===== src/rtl/jtdsp16_pkg.sv =====
// Shared definitions for the JTDSP16 Y address arithmetic unit: register
// select codes, fixed-step codes, data width and the short-immediate extender.
package jtdsp16_pkg;

  localparam int DW = 16;

  // Register-file select codes (r_field)
  localparam logic [2:0] R0 = 3'd0;
  localparam logic [2:0] R1 = 3'd1;
  localparam logic [2:0] R2 = 3'd2;
  localparam logic [2:0] R3 = 3'd3;
  localparam logic [2:0] J  = 3'd4;
  localparam logic [2:0] K  = 3'd5;
  localparam logic [2:0] RB = 3'd6;
  localparam logic [2:0] RE = 3'd7;

  // Fixed-step codes (inc_sel); code 3 is a reserved alias of +1
  localparam logic [1:0] INC_0   = 2'd0;
  localparam logic [1:0] INC_P1  = 2'd1;
  localparam logic [1:0] INC_M1  = 2'd2;
  localparam logic [1:0] INC_P1R = 2'd3;

  // Step registers hold signed offsets, so they take the sign of the 9-bit
  // immediate; pointers and bounds are plain addresses and are zero-extended.
  function automatic logic [DW-1:0] extendShort(input logic [8:0] imm, input logic [2:0] tgt);
    if (tgt == J || tgt == K) begin
      return {{(DW-9){imm[8]}}, imm};
    end
    return {{(DW-9){1'b0}}, imm};
  endfunction

endpackage


===== src/rtl/jtdsp16_yaau_step.sv =====
// Next-pointer computation for a post-modify: picks the step (j/k or a fixed
// +1/-1/0), adds it modulo 2^16 and applies the rb/re circular wrap.
module jtdsp16_yaau_step
  import jtdsp16_pkg::*;
#(
  parameter bit CIRC_EN = 1'b1
) (
  input  logic [DW-1:0] pointer,
  input  logic [DW-1:0] j,
  input  logic [DW-1:0] k,
  input  logic [DW-1:0] rb,
  input  logic [DW-1:0] re,
  input  logic [1:0]    inc_sel,
  input  logic          step_sel,
  input  logic          ksel,
  output logic [DW-1:0] next_ptr
);

  logic [DW-1:0] w_step;
  logic          w_wrap;

  // Select the step amount; -1 is all ones so the modulo add subtracts
  always_comb begin
    w_step = '0;
    if (step_sel) begin
      w_step = ksel ? k : j;
    end else begin
      case (inc_sel)
        INC_P1, INC_P1R: w_step = DW'(1);
        INC_M1:          w_step = '1;
        default:         w_step = '0;
      endcase
    end
  end

  // Only the explicit +1 code wraps, and only when a non-zero end bound is set
  assign w_wrap   = CIRC_EN && (re != '0) && !step_sel && (inc_sel == INC_P1) && (pointer == re);
  assign next_ptr = w_wrap ? rb : pointer + w_step;

endmodule


===== src/rtl/jtdsp16_yaau.sv =====
// Y address arithmetic unit: eight-entry register file (r0-r3, j, k, rb, re),
// direct and delayed-RAM loads, pointer post-modify and the registered
// Y data-RAM address.
module jtdsp16_yaau
  import jtdsp16_pkg::*;
#(
  parameter bit CIRC_EN = 1'b1
) (
  input  logic          rst,
  input  logic          clk,
  input  logic          cen,
  input  logic [2:0]    r_field,
  input  logic [1:0]    y_field,
  input  logic [1:0]    inc_sel,
  input  logic          ksel,
  input  logic          step_sel,
  input  logic          short_load,
  input  logic          long_load,
  input  logic          acc_load,
  input  logic          ram_load,
  input  logic          post_load,
  input  logic [8:0]    short_imm,
  input  logic [15:0]   long_imm,
  input  logic [15:0]   acc_dout,
  input  logic [15:0]   ram_dout,
  output logic [15:0]   ram_addr,
  output logic [15:0]   reg_dout,
  output logic          ram_pend
);

  logic [DW-1:0] r_regs [0:7];
  logic [DW-1:0] r_ramAddr;
  logic          r_ramPend;
  logic [2:0]    r_pendTgt;

  logic [2:0]    w_ySel;
  logic [DW-1:0] w_ptr;
  logic [DW-1:0] w_nextPtr;
  logic          w_directLoad;
  logic [DW-1:0] w_loadVal;

  assign w_ySel       = {1'b0, y_field};
  assign w_ptr        = r_regs[w_ySel];
  assign w_directLoad = short_load | long_load | acc_load;

  // Direct-load data with short > long > acc priority
  always_comb begin
    w_loadVal = acc_dout;
    if (short_load) begin
      w_loadVal = extendShort(short_imm, r_field);
    end else if (long_load) begin
      w_loadVal = long_imm;
    end
  end

  jtdsp16_yaau_step #(
    .CIRC_EN (CIRC_EN)
  ) u_step (
    .pointer  (w_ptr),
    .j        (r_regs[J]),
    .k        (r_regs[K]),
    .rb       (r_regs[RB]),
    .re       (r_regs[RE]),
    .inc_sel  (inc_sel),
    .step_sel (step_sel),
    .ksel     (ksel),
    .next_ptr (w_nextPtr)
  );

  // Register file update; later writes override earlier ones, giving direct > RAM > post-modify
  always_ff @(posedge clk or posedge rst) begin
    if (rst) begin
      for (int i = 0; i < 8; i++) begin
        r_regs[i] <= '0;
      end
      r_ramAddr <= '0;
      r_ramPend <= 1'b0;
      r_pendTgt <= R0;
    end else if (cen) begin
      if (post_load) begin
        r_ramAddr      <= w_ptr;
        r_regs[w_ySel] <= w_nextPtr;
      end
      if (r_ramPend) begin
        r_regs[r_pendTgt] <= ram_dout;
      end
      if (w_directLoad) begin
        r_regs[r_field] <= w_loadVal;
      end
      r_ramPend <= ram_load;
      if (ram_load) begin
        r_pendTgt <= r_field;
      end
    end
  end

  assign ram_addr = r_ramAddr;
  assign ram_pend = r_ramPend;
  assign reg_dout = r_regs[r_field];

endmodule


===== config.mk =====
export PLATFORM = sky130hd
export DESIGN_NAME = jtdsp16_yaau
export DESIGN_NICKNAME = d
export VERILOG_FILES = /design/src/rtl/jtdsp16_pkg.sv /design/src/rtl/jtdsp16_yaau_step.sv /design/src/rtl/jtdsp16_yaau.sv
export SDC_FILE = /design/constraint.sdc
export NUM_CORES = 1
export LEC_CHECK = 0
export ABC_CLOCK_PERIOD_IN_PS = 13710
export CAP_MARGIN = 15
export CORE_MARGIN = 2
export CORE_UTILIZATION = 55
export DETAILED_ROUTE_END_ITERATION = 6
export PLACE_DENSITY = 0.77
export SYNTH_ARGS = -nofsm -noshare
export SYNTH_HDL_FRONTEND = slang
export SYNTH_SLANG_ARGS = --single-unit

===== constraint.sdc =====
create_clock -name clk -period 13.71 [get_ports clk]
set_input_delay 2.742 -clock clk [delete_from_list [all_inputs] [get_ports clk]]
set_output_delay 2.742 -clock clk [all_outputs]
set_load 0.05 [all_outputs]

Word level (Yosys, flattened, before mapping)
Cells that the tools add are included.
- memories: 0
- bits in latches: 0
- input bits: 74
- logic and storage cells: 71
- flip-flop bits (word level): 148
- bits in writable memories: 0
- output and inout bits: 33
- bits in read-only memories: 0
- shift-type cells: 0
- $mul: 0
- add/subtract/negate cells: 1
- magnitude comparators: 6
- bitwise logic cells: 5
- reductions and logical operators: 12
- multiplexer cells: 30
- divide/modulo/power cells: 0
- eq/ne operators: 6
- operator list (operator ; number):
    two-way mux 128 bit ; 5
    bitwise mux 128 bit ; 3
    two-way mux 16 bit ; 14
    demux 16 bit (select 3 bit) ; 3
    binary-select mux 16 bit (select 3 bit) ; 2
    one-hot mux 16 bit (2 select lines) ; 1
    adder 16 bit ; 1
    == test 16 bit ; 1
    nonzero test 16 bit ; 1
    >= comparator 4 bit (second input constant) ; 3
    less-than comparator 4 x 1 -> 1 bit (second input constant) ; 3
    NOT 3 -> 4 bit ; 2
    == test 3 bit (second input constant) ; 2
    logical AND 1 bit ; 6
    == test 2 bit (second input constant) ; 2
    NOT 2 -> 4 bit ; 1
    AND reduction 2 bit ; 2
    == test 2 x 1 -> 1 bit (second input constant) ; 1
    two-way mux 1 bit ; 2
    OR 1 bit ; 2
    OR reduction 2 bit ; 1
    logical NOT 1 bit ; 1
    logical OR 1 bit ; 1

Depth between registers and ports, before layout
- word-level depth: 15
- depth in mapped cells: 15
- mapped depth without buffers: 13

Modules after synthesis
Synthesis repeated with hierarchy kept, for this count alone.
- cells, all modules: 1034
- area, all modules: 11009.3 um2
- modules (own cells, without submodules) (module ; times used ; seq. area each (um2) ; cells an instance ; area each (um2)):
    jtdsp16_yaau ; 1 ; 3703.6 ; 820 ; 9436.6
    jtdsp16_yaau_step ; 1 ; 0.0 ; 214 ; 1572.8

Worst setup path before layout
OpenSTA, ideal clock, no wires.
- kind: input-to-output
- from: in r_field[1]
- to: out reg_dout[13]
- stages on the path: 6
- required time: 10.968 ns
- setup slack: 5.721 ns
- data arrival time: 5.247 ns
- buffers on the path: 4
- cell sequence: clkbuf_1 > buf_1 > clkbuf_1 > clkbuf_1 > a31oi_1 > o21ai_0
- longest elaborated chain between the ends: 4
- ends and longest elaborated chain (element ; RTL line ; RTL):
    start: declaration ; jtdsp16_yaau.sv:12 ; input logic [2:0] r_field,
    NOT 3 -> 4 bit (implied by the code) ; jtdsp16_yaau.sv:99 ; assign reg_dout = r_regs[r_field];
    binary-select mux 16 bit (select 3 bit) ; jtdsp16_yaau.sv:99 ;
    two-way mux 16 bit (implied by the code) (2 in a row) ; jtdsp16_yaau.sv:99 ;
    end: declaration ; jtdsp16_yaau.sv:27 ; output logic [15:0] reg_dout,
No other way between the ends. The select of a mux whose other input is x is not followed.

Worst setup path in the final report
- from: in r_field[2]
- to: out reg_dout[9]
Same word-level chain as after synthesis.

==> impl_metrics.json <==
{
  "syn_area_per_cell_um2": 8.586,
  "p_per_area_nw_per_um2": 176.2,
  "synthCells": 1298,
  "dp_cells": 1575,
  "hpwlAfterDp_um": 27230,
  "crit_fanout": 42,
  "maxSlewViolCount": 0,
  "synth-main-ff-cell": "dfrtp_1",
  "portBuffers": 106,
  "cts_resized": 0,
  "fin_cells": 1605,
  "cts_tree": "yes",
  "clock_skew_ns": 0.008897,
  "final_net_count": 1414,
  "design_area_um2": 12830,
  "ir_drop_uv": 84.35,
  "max_freq_mhz": 120.8,
  "finalWorstSetupSlack_ns": 5.432,
  "syn_area_um2": 11140,
  "die_width_um": 146.3,
  "worst-r2r-cell-count": 10,
  "start_util_pct": 55.61,
  "fin_crit_sh_pct": 60.38,
  "post_cts_buffers": 0,
  "ctsHoldBuffers": 0,
  "placed_area_um2": 12230,
  "antenna_found_initial": 0,
  "areaGrowthSynthToFinish_pct": 15.09,
  "grt_max_degree": 150,
  "rows": 52,
  "critical_path_buf_inv_count": 3,
  "ys_ff_latch": 148,
  "p_total_mw": 2.260,
  "num_vias": 11231,
  "arrival_ns": 5.54,
  "worstHoldPathCells": 2,
  "routed_wirelength_um": 37450,
  "cts_made_buffers": 17,
  "grt_overflow": 0,
  "hold_violations": 0,
  "cts-root-buf": "clkbuf_16",
  "power_frac_seq_pct": 31.9,
  "reg2reg_from": "r_regs[82]",
  "clk_latency_ns": 0.44,
  "pre_cts_ws_ns": 5.486,
  "slowest_stage": "clkdlybuf4s50_1",
  "cp_common_cell": "clkdlybuf4s50_1",
  "worstMarginPinSlew_ns": 1.104,
  "timing.slew.headroom_pct": 25.93,
  "die_y_um": 146.3,
  "die_area_um2": 21420,
  "grt_pass1_vias": 10362,
  "min-delay-start": "ram_addr[1]",
  "min_period_ns": 8.278,
  "cp_data_required_time_ns": 10.97,
  "fin_util_pct": 64.00,
  "critPathCaptureType": "output pin",
  "regToRegSetupSlack_ns": 9.56,
  "ys_seq_area_share_pct": 33.23,
  "net-switching-power_mw": 0.9709,
  "power_frac_clock_pct": 21.6,
  "swShare_pct": 42.96,
  "grt_pass1_wl_um": 58730,
  "min_to": "ram_addr[1]",
  "combPwrFrac_pct": 46.4,
  "grt_use_total_pct": 34.72,
  "drv_cap": 0,
  "drc_errors": 0,
  "fin_setup_tns_ns": 0,
  "start_kind": "primary input",
  "synth_edf_count": 0,
  "firstDrtPassIters": 6,
  "critPathMaxStageDelay_ns": 0.89,
  "postRouteAntennaNets": 0,
  "p_leak_nw": 4.943,
  "crit_chain": "clkdlybuf4s50_1 > buf_4 > nor2_1 > a22oi_1 > o21ai_0 > clkdlybuf4s50_1",
  "syn_nets": 1388,
  "min_path_type": "register to register",
  "status": "completed",
  "n_antenna_cell": 0,
  "holdWs_ns": 0.4785,
  "synth.distinct_cells": 60,
  "wl_per_cell_um": 23.33,
  "drive_gt1_share_pct": 10.71,
  "rsz0062_at_grt": "false",
  "crit_type": "primary input to output pin",
  "p_int_mw": 1.289,
  "setup_violations": 0,
  "cts.sinks": 148,
  "yosys_warnings": 0,
  "r2r_end": "r_regs[79]",
  "htreeDepth": 4,
  "avgViaCountPerCell": 6.998,
  "cp_top_family": "buffers and inverters",
  "gp_congestion": 0.9485,
  "top_level_ports": 107,
  "first_iter_violations": 1888,
  "coreArea_um2": 20040,
  "path_clk_slew_ns": 0.06,
  "async_flop_share_pct": 100.0,
  "clk_path_buf_depth": 2
}
tightest hold or removal path, cell delays in order, from the launching register on:
cell and delay [ns]:
dfrtp_1 0.34, nand2_1 0.05, o21ai_0 0.06
metal layers:
metal	track usage, %	wire length [µm]
met2	52.33	16390
met4	8.641	741
met5	0	0
met1	50.62	15100
met3	8.438	5216
final cells by class:
class	count	area [µm²]
repair buffers	124	1187
multi-input cells	1019	6940
inverters	14	57.56
well taps	270	337.8
fillers	1747	7213
flip-flops and latches	148	3704
clock buffers	21	470.5
clock inverters	9	128.9
power groups by stage:
stage                     logic (mW)  registers, mW  clock network (mW)
after global placement         0.992          0.712                   0
after detailed placement        1.02          0.715                   0
after global routing            1.12          0.732               0.505
after floorplan                0.676          0.719                   0
after CTS                       1.02          0.708               0.486
final                           1.05          0.721               0.489
kinds of logic after synthesis:
| group | Yosys count | share of synthesized area (%) |
|---|---|---|
| xor gates and xnor gates | 25 | 1.965 |
| DFF | 148 | 33.23 |
| muxes | 125 | 14.15 |
| and+or+nand+nor | 338 | 14.36 |
| buffers and inverters | 131 | 4.625 |
| AOI/OAI and AO/OA | 515 | 29.81 |
| adders and majority gates | 16 | 1.864 |
placed cells by master, fill, tap and decap left out, types with 6 or more instances in the layout:
cell,instances
o22a_1,14
inv_1,13
mux2_2,60
a41oi_1,8
xnor2_1,23
nor2b_1,43
nand2_1,68
clkbuf_16,17
a22oi_1,27
buf_4,18
nand4_1,6
a31oi_1,23
a21o_1,24
and3_1,8
nor2_1,125
mux2i_1,45
ha_1,15
mux4_2,20
o21ai_0,90
o21ai_1,11
o22ai_1,64
dfrtp_1,148
clkdlybuf4s50_1,103
nor3_1,22
o221ai_1,28
a21oi_1,140
a21boi_1,7
nand3_1,30
or3_1,6
o211ai_1,17
a21boi_0,8
a311o_1,33
flip-flops by register name (all words and copies together) (netlist names):
register,count
r_pendTgt,3
r_regs,128
ram_addr,16
ram_pend,1
worst max path at each step:
stage,startpoint,end,slack (ns),depth (start not counted)
global route,r_field[2],reg_dout[9],5.41,6
finish,r_field[2],reg_dout[9],5.43,6
detailed placement,r_field[2],reg_dout[9],5.49,6
floorplan,r_field[1],reg_dout[13],5.72,6
global placement,r_field[2],reg_dout[9],5.49,6
CTS,r_field[2],reg_dout[9],5.49,6
synthesized netlist by cell type (3+ instances only):
library cell  number  area share, %
a21boi_1           7           0.47
clkbuf_1          93            3.1
or2_2              5           0.28
and3_1             8           0.45
or3_1              6           0.34
a21o_1            24            1.6
mux4_2            20            4.0
ha_1              15            1.7
nand4_1            6           0.34
o21ai_1           10           0.45
o22ai_1           64            3.6
a22oi_1           27            1.8
mux2_2            60            6.1
nor3_1            24            1.1
o22a_1            14            1.1
dfrtp_1          148             33
nor2b_1           43            2.4
o21ai_0           91            4.1
inv_1             14           0.47
o221ai_1          28            2.2
a21oi_1          140            6.3
xnor2_1           23            1.8
nand2b_1           5           0.28
nand3_1           30            1.3
a31oi_1           23            1.3
mux2i_1           45            4.0
o211ai_1          17            1.1
buf_1             19           0.64
nor3b_1            4           0.27
a41oi_1            8           0.63
nand2_1           68            2.3
a311o_1           33            3.0
nor4_1             4           0.22
a21boi_0           8           0.54
nor2_1           125            4.2
o21a_1             4           0.27
o211a_1            5           0.45
o31ai_1            3           0.20
(Power assumes the default switching activity.)
